--- config.mk ---
export PLATFORM = sky130hd
export DESIGN_NAME = sema_access_ctrl_flat
export DESIGN_NICKNAME = d
export VERILOG_FILES = /design/src/rtl/sema_access_ctrl_if.sv /design/src/rtl/sema_access_ctrl.sv /design/src/flat_wrapper.sv
export SDC_FILE = /design/constraint.sdc
export NUM_CORES = 1
export LEC_CHECK = 0
export ABC_AREA = 1
export CAP_MARGIN = 20
export CORE_UTILIZATION = 30
export DETAILED_ROUTE_END_ITERATION = 6
export GPL_ROUTABILITY_DRIVEN = 0
export HOLD_SLACK_MARGIN = 0.06
export PLACE_DENSITY_LB_ADDON = 0.12
export SYNTH_ARGS = -nofsm -noshare
export SYNTH_HDL_FRONTEND = slang
export SYNTH_SLANG_ARGS = --single-unit
--- constraint.sdc ---
create_clock -name clk -period 1.7 [get_ports clk]
set_input_delay 0.51 -clock clk [delete_from_list [all_inputs] [get_ports clk]]
set_output_delay 0.51 -clock clk [all_outputs]
set_load 0.1 [all_outputs]
--- src/rtl/sema_access_ctrl_if.sv ---
// sema_access_ctrl_if
// Groups the MEM-stage request/response handshake and the two semaphore
// memory handshakes used by sema_access_ctrl.
//   requester : rd_req_i, wr_req_i, wr_data_i -> done_o, rd_data_o, timeout_o, busy_o
//   bit2byte  : sema_valid_i, sema_data_i -> sema_ready_o
//   byte2bit  : sema_is_empty_i -> sema_write_o, sema_data_o
// slave  : view of the controller
// master : view of the requester and the semaphore memories driving it
interface sema_access_ctrl_if;
  logic rd_req_i;
  logic wr_req_i;
  logic wr_data_i;
  logic done_o;
  logic rd_data_o;
  logic timeout_o;
  logic busy_o;
  logic sema_valid_i;
  logic sema_data_i;
  logic sema_ready_o;
  logic sema_is_empty_i;
  logic sema_write_o;
  logic sema_data_o;

  modport slave (
    input  rd_req_i, wr_req_i, wr_data_i,
    input  sema_valid_i, sema_data_i, sema_is_empty_i,
    output done_o, rd_data_o, timeout_o, busy_o,
    output sema_ready_o, sema_write_o, sema_data_o
  );

  modport master (
    output rd_req_i, wr_req_i, wr_data_i,
    output sema_valid_i, sema_data_i, sema_is_empty_i,
    input  done_o, rd_data_o, timeout_o, busy_o,
    input  sema_ready_o, sema_write_o, sema_data_o
  );
endinterface

--- src/rtl/sema_access_ctrl.sv ---
// sema_access_ctrl
// Sequences single-bit semaphore reads/writes from the MEM stage with a
// wait-state timeout.
// Ports:
//   clk  - single clock, rising edge
//   rstn - synchronous active-low reset
//   bus  - sema_access_ctrl_if.slave (requests, completion, semaphore handshakes)
// Parameter:
//   TIMEOUT_CYCLES - wait-state cycles before abort, 0 disables the timeout
//
// state    | meaning
// ---------+-------------------------------------------------------------
// IDLE     | waiting for a request, read has priority over write
// RD_WAIT  | waiting for sema_valid_i, counting wait cycles
// RD_ACK   | one cycle: sema_ready_o + done_o, read bit already captured
// WR_WAIT  | waiting for sema_is_empty_i, counting wait cycles
// WR_PULSE | one cycle: sema_write_o + done_o with the latched bit
// RELEASE  | one dead cycle so the requester can drop its request
module sema_access_ctrl #(
  parameter int unsigned TIMEOUT_CYCLES = 255
) (
  input  logic                clk,
  input  logic                rstn,
  sema_access_ctrl_if.slave   bus
);

  localparam logic        TO_EN   = (TIMEOUT_CYCLES != 0);
  localparam logic [15:0] TO_LAST = 16'(TIMEOUT_CYCLES - 1);

  typedef enum logic [2:0] {
    IDLE     = 3'd0,
    RD_WAIT  = 3'd1,
    RD_ACK   = 3'd2,
    WR_WAIT  = 3'd3,
    WR_PULSE = 3'd4,
    RELEASE  = 3'd5
  } state_e;

  state_e      state_q, state_d;
  logic [15:0] cnt_q, cnt_d;
  logic        rd_data_q, rd_data_d;
  logic        wr_bit_q, wr_bit_d;

  logic        in_wait;
  logic        wait_ok;
  logic        to_hit;

  logic        done;
  logic        timeout;
  logic        ready;
  logic        write;
  logic        busy;

  // A satisfied wait condition always beats the timeout in the same cycle.
  always_comb begin
    in_wait = (state_q == RD_WAIT) || (state_q == WR_WAIT);
    wait_ok = (state_q == RD_WAIT) ? bus.sema_valid_i : bus.sema_is_empty_i;
    to_hit  = TO_EN && in_wait && !wait_ok && (cnt_q == TO_LAST);
  end

  always_ff @(posedge clk) begin
    if (!rstn) begin
      state_q   <= IDLE;
      cnt_q     <= '0;
      rd_data_q <= 1'b0;
      wr_bit_q  <= 1'b0;
    end else begin
      state_q   <= state_d;
      cnt_q     <= cnt_d;
      rd_data_q <= rd_data_d;
      wr_bit_q  <= wr_bit_d;
    end
  end

  always_comb begin
    state_d   = state_q;
    cnt_d     = cnt_q;
    rd_data_d = rd_data_q;
    wr_bit_d  = wr_bit_q;
    if (in_wait) begin
      // Saturate rather than wrap so a disabled timeout never re-arms.
      cnt_d = (cnt_q == 16'hFFFF) ? cnt_q : cnt_q + 16'd1;
    end
    case (state_q)
      IDLE: begin
        if (bus.rd_req_i) begin
          state_d = RD_WAIT;
          cnt_d   = '0;
        end else if (bus.wr_req_i) begin
          state_d  = WR_WAIT;
          cnt_d    = '0;
          wr_bit_d = bus.wr_data_i;
        end
      end
      RD_WAIT: begin
        if (bus.sema_valid_i) begin
          rd_data_d = bus.sema_data_i;
          state_d   = RD_ACK;
        end else if (to_hit) begin
          state_d = RELEASE;
        end
      end
      WR_WAIT: begin
        if (bus.sema_is_empty_i) begin
          state_d = WR_PULSE;
        end else if (to_hit) begin
          state_d = RELEASE;
        end
      end
      RD_ACK:   state_d = RELEASE;
      WR_PULSE: state_d = RELEASE;
      RELEASE:  state_d = IDLE;
      default:  state_d = IDLE;
    endcase
  end

  // Strobes are masked while rstn is low so a reset never lets a pending
  // acknowledge or write escape.
  always_comb begin
    done    = 1'b0;
    timeout = 1'b0;
    ready   = 1'b0;
    write   = 1'b0;
    busy    = 1'b0;
    if (rstn) begin
      busy = (state_q != IDLE);
      case (state_q)
        RD_ACK: begin
          ready = 1'b1;
          done  = 1'b1;
        end
        WR_PULSE: begin
          write = 1'b1;
          done  = 1'b1;
        end
        RD_WAIT, WR_WAIT: begin
          if (to_hit) begin
            done    = 1'b1;
            timeout = 1'b1;
          end
        end
        default: ;
      endcase
    end
  end

  assign bus.done_o       = done;
  assign bus.timeout_o    = timeout;
  assign bus.busy_o       = busy;
  assign bus.sema_ready_o = ready;
  assign bus.sema_write_o = write;
  assign bus.rd_data_o    = rd_data_q;
  assign bus.sema_data_o  = wr_bit_q;

endmodule

--- src/flat_wrapper.sv ---
// flat-port wrapper written by rule: the top's interface ports become plain ports
module sema_access_ctrl_flat 
#(
  parameter int unsigned TIMEOUT_CYCLES = 255
)
  (clk, rstn, bus_rd_req_i, bus_wr_req_i, bus_wr_data_i, bus_sema_valid_i, bus_sema_data_i, bus_sema_is_empty_i, bus_done_o, bus_rd_data_o, bus_timeout_o, bus_busy_o, bus_sema_ready_o, bus_sema_write_o, bus_sema_data_o);
  sema_access_ctrl_if bus_i ();
  input  logic clk;
  input  logic rstn;
  input wire logic [$bits(bus_i.rd_req_i)-1:0] bus_rd_req_i;
  input wire logic [$bits(bus_i.wr_req_i)-1:0] bus_wr_req_i;
  input wire logic [$bits(bus_i.wr_data_i)-1:0] bus_wr_data_i;
  input wire logic [$bits(bus_i.sema_valid_i)-1:0] bus_sema_valid_i;
  input wire logic [$bits(bus_i.sema_data_i)-1:0] bus_sema_data_i;
  input wire logic [$bits(bus_i.sema_is_empty_i)-1:0] bus_sema_is_empty_i;
  output wire logic [$bits(bus_i.done_o)-1:0] bus_done_o;
  output wire logic [$bits(bus_i.rd_data_o)-1:0] bus_rd_data_o;
  output wire logic [$bits(bus_i.timeout_o)-1:0] bus_timeout_o;
  output wire logic [$bits(bus_i.busy_o)-1:0] bus_busy_o;
  output wire logic [$bits(bus_i.sema_ready_o)-1:0] bus_sema_ready_o;
  output wire logic [$bits(bus_i.sema_write_o)-1:0] bus_sema_write_o;
  output wire logic [$bits(bus_i.sema_data_o)-1:0] bus_sema_data_o;
  assign bus_i.rd_req_i = bus_rd_req_i;
  assign bus_i.wr_req_i = bus_wr_req_i;
  assign bus_i.wr_data_i = bus_wr_data_i;
  assign bus_i.sema_valid_i = bus_sema_valid_i;
  assign bus_i.sema_data_i = bus_sema_data_i;
  assign bus_i.sema_is_empty_i = bus_sema_is_empty_i;
  assign bus_done_o = bus_i.done_o;
  assign bus_rd_data_o = bus_i.rd_data_o;
  assign bus_timeout_o = bus_i.timeout_o;
  assign bus_busy_o = bus_i.busy_o;
  assign bus_sema_ready_o = bus_i.sema_ready_o;
  assign bus_sema_write_o = bus_i.sema_write_o;
  assign bus_sema_data_o = bus_i.sema_data_o;
  sema_access_ctrl #(.TIMEOUT_CYCLES(TIMEOUT_CYCLES)) u_core (.clk(clk), .rstn(rstn), .bus(bus_i));
endmodule
==> impl_results.md <==
* Die H at 71.6 um
* Post-DP Area at 2080 sq um
* CP Cell Sequence: inv_2, ha_4, nand4_1, nor2_2, nand3_2, a21oi_4, buf_12
* Reg2Reg Setup Slack at 0.11 ns
* Clk_skew at 0.00355 ns
* Starting Density at 32.2%
* Failing checks: setup timing
* Worst Hold Class: reg2reg
* Drt initial violations at 71
* Vias in the first global route at 1470
* Maximum capacitance violations at 0
* Fill cells at 463
* Slew Viols, Final at 0
* DRT Pass-1 Iters at 4
* Design area at 2210 sq um
* Reg2Reg Depth at 11
* Final Total Pwr at 2.38 mW
* Post-route setup slack at -0.335 ns
* Max FO, Critical Path at 3
* Unrepaired setup endpoints after global routing: true
* Post-synth top flop: dfxtp_1
* Hold Vio Cnt, Final at 0
* #FFs+latches synth at 21
* Bufs on Longest Clock Path at 2
* Clock latency on the worst-skew pair at 0.26 ns
* Max-slew headroom at 78.2%
* Worst hold slack at 0.499 ns
* Final count of negative-setup-slack endpoints at 5
* Initial antenna violation count at 0
* Achievable Freq at 491 MHz
* Yosys Warn Count at 0
* Synthesized cell area at 1450 sq um
* P per Cell Area at 1080 nW/um^2
* Number of H-tree levels at 1
* Yosys cell types at 28
* CP required at 1.19 ns
* Residual DRC at 0
* Worst path slowest cell: dfxtp_2
* Detailed Place HPWL at 2.99 mm
* Synth Net Count at 242
* Setup slack at placement at -0.554 ns
* CTS tree: done
* Die W at 71.6 um
* Remaining Overflow, GRT at 0
* CP top delay family: simple AND/OR/NAND/NOR gates
* IO Port Bufs at 14
* CTS Sinks at 21
* Core Area at 4500 sq um
* Worst path depth at 7
* Total track usage at 16.6%
* Setup CP Type: reg2out
* P_leak at 0.994 nW
* Detailed Route WL at 3.94 mm
* Count leader, synth: nand2_1
* CP Capture Type: output port
* Critical path's largest stage delay at 0.33 ns
* Post-synth EDFFs at 0
* Wirelength per Cell at 11.4 um
* Post-layout net count at 304
* WP data arrival at 1.52 ns
* Share of the synthesized area in the top cell type at 28.9%
* Root buffer cell: clkbuf_8
* Clock transition time at the flip-flop clock pins of the worst setup and hold paths at 0.08 ns
* Cell Rows at 24
* Buf+Inv Stages, Crit Path at 2
* Worst vdd ir at 0.000521 V
* Worst Setup EP: bus_done_o
* Synth Instances at 232
* Startpoint Class: register
* Ports at 15
* DRT antenna net count at 0
* Share of layout cells above drive strength 1 at 34.1%
* FF-to-FF End: u_core.cnt_q[14]
* Fin crit period at 2.03 ns
* Die ar. at 5120 sq um
* First-pass GRT wire length at 6.66 mm
* Post-DR vias/cell at 4.63
* Reg2reg start: u_core.cnt_q[1]
* Commonest cells post-synth: nand2_1, nor2_1, inv_1, dfxtp_1, nand3_1
* Sequential fraction of the synthesis area at 28.9%
* Synth area leader: dfxtp_1
* Period utilization at 120%
* Status: complete, but fails checks
* FFs w/ async S/R, synth at 0%
* Avg Inst Size Synth at 6.26 sq um
* Worst slew pin tran at 0.327 ns
* Origin of the worst setup path: u_core.cnt_q[0]
* Post-CTS Hold Fix Bufs at 0
* CTS buffer count at 3
* Largest net degree at the start of global routing at 13
* Routed via count at 1599
* Diodes inserted at 0
* Synth area leaders: dfxtp_1, nand2_1, nor2_1
* Synth-to-layout area growth at 51.9%
-- area by class of cell --
class | instances | area (sq um) | share of cell area, %
repair buffers | 60 | 563 | 25.5
flip-flops and latches | 21 | 432 | 19.6
multi-input cells | 173 | 966 | 43.8
clock buffers | 4 | 45.0 | 2.04
well taps | 52 | 65.1 | 2.95
inverters | 35 | 136 | 6.18
-- worst reg2reg max path: stages, from the launching register on --
cell	delay [ns]
dfxtp_2	0.36
buf_4	0.13
ha_1	0.21
nand3_4	0.12
inv_2	0.07
nand2_2	0.08
nor2_4	0.16
buf_4	0.13
nand2_1	0.04
nand2_1	0.06
nand2_1	0.05
a21oi_1	0.12
-- flip-flops by register name (all words and copies together) (netlist names) --
| register | count |
|---|---|
| u_core.cnt_q | 16 |
| u_core.state_q | 3 |
| u_core.bus.rd_data_o | 1 |
| u_core.bus.sema_data_o | 1 |
-- stage by stage --
stage / TNS (ns) / std cells / utilization, %
final: -0.882 / 345 / 49.0
after detailed placement: -2.62 / 336 / 46.2
after CTS: -0.879 / 342 / 47.9
after floorplan: -1.64 / 232 / -
after global placement: -2.45 / 336 / 46.2
after global routing: -1.23 / 345 / 49.0
-- power by group --
part,switching (mW),internal [mW]
logic,0.828,0.584
clock network,0.173,0.167
registers,0.0680,0.563
total,1.07,1.31
-- metal layers --
metal,wire (um),global-route usage (%)
met1,2020,24.0
met2,1820,25.9
met3,71,2.53
met4,34,3.92
met5,0,0
-- how the worst min path moves through the flow --
stage	cells after the start	start	slack, ns	endpoint
after floorplan	2	u_core.cnt_q[4]	0.49	u_core.cnt_q[4]
after global placement	2	u_core.bus.rd_data_o	0.49	u_core.bus.rd_data_o
after detailed placement	2	u_core.bus.rd_data_o	0.49	u_core.bus.rd_data_o
after CTS	2	u_core.bus.rd_data_o	0.50	u_core.bus.rd_data_o
after global routing	2	u_core.bus.rd_data_o	0.55	u_core.bus.rd_data_o
final	2	u_core.bus.rd_data_o	0.50	u_core.bus.rd_data_o
-- timing repair --
| action | 4_1_cts | 5_1_grt |
|---|---|---|
| resized for setup | 16 | 9 |
| endpoints found under the setup margin | 5 | 13 |
| endpoints found under the hold margin | 0 | 0 |
| pin swaps | 8 | 7 |
| buffers inserted | 2 | 4 |
-- cell usage in the layout, fill, tap and decap left out, types with 2 or more instances in the layout --
master / instances
dfxtp_1: 16
a21oi_1: 15
nor2_4: 8
o21ai_0: 3
dlygate4sd2_1: 2
nor2_1: 26
inv_1: 27
nand4_1: 7
nor2_2: 4
clkdlybuf4s50_1: 4
dfxtp_2: 3
buf_12: 7
xor2_1: 2
nand2_2: 7
clkbuf_8: 3
nand3_1: 19
inv_4: 2
inv_2: 6
nand2_1: 65
buf_4: 42
nor3_4: 2
dfxtp_4: 2
buf_6: 4
-- cell families after synthesis --
group / Yosys count / synth area share [%]
AO/OA/AOI/OAI: 23 / 8.44
XOR/XNOR: 3 / 1.81
buffers and inverters: 38 / 11.1
adder cells (fa/ha/maj): 2 / 1.72
flip-flops: 21 / 28.9
AND/OR/NAND/NOR: 145 / 48.0
Power figures use the tool's default switching activity.
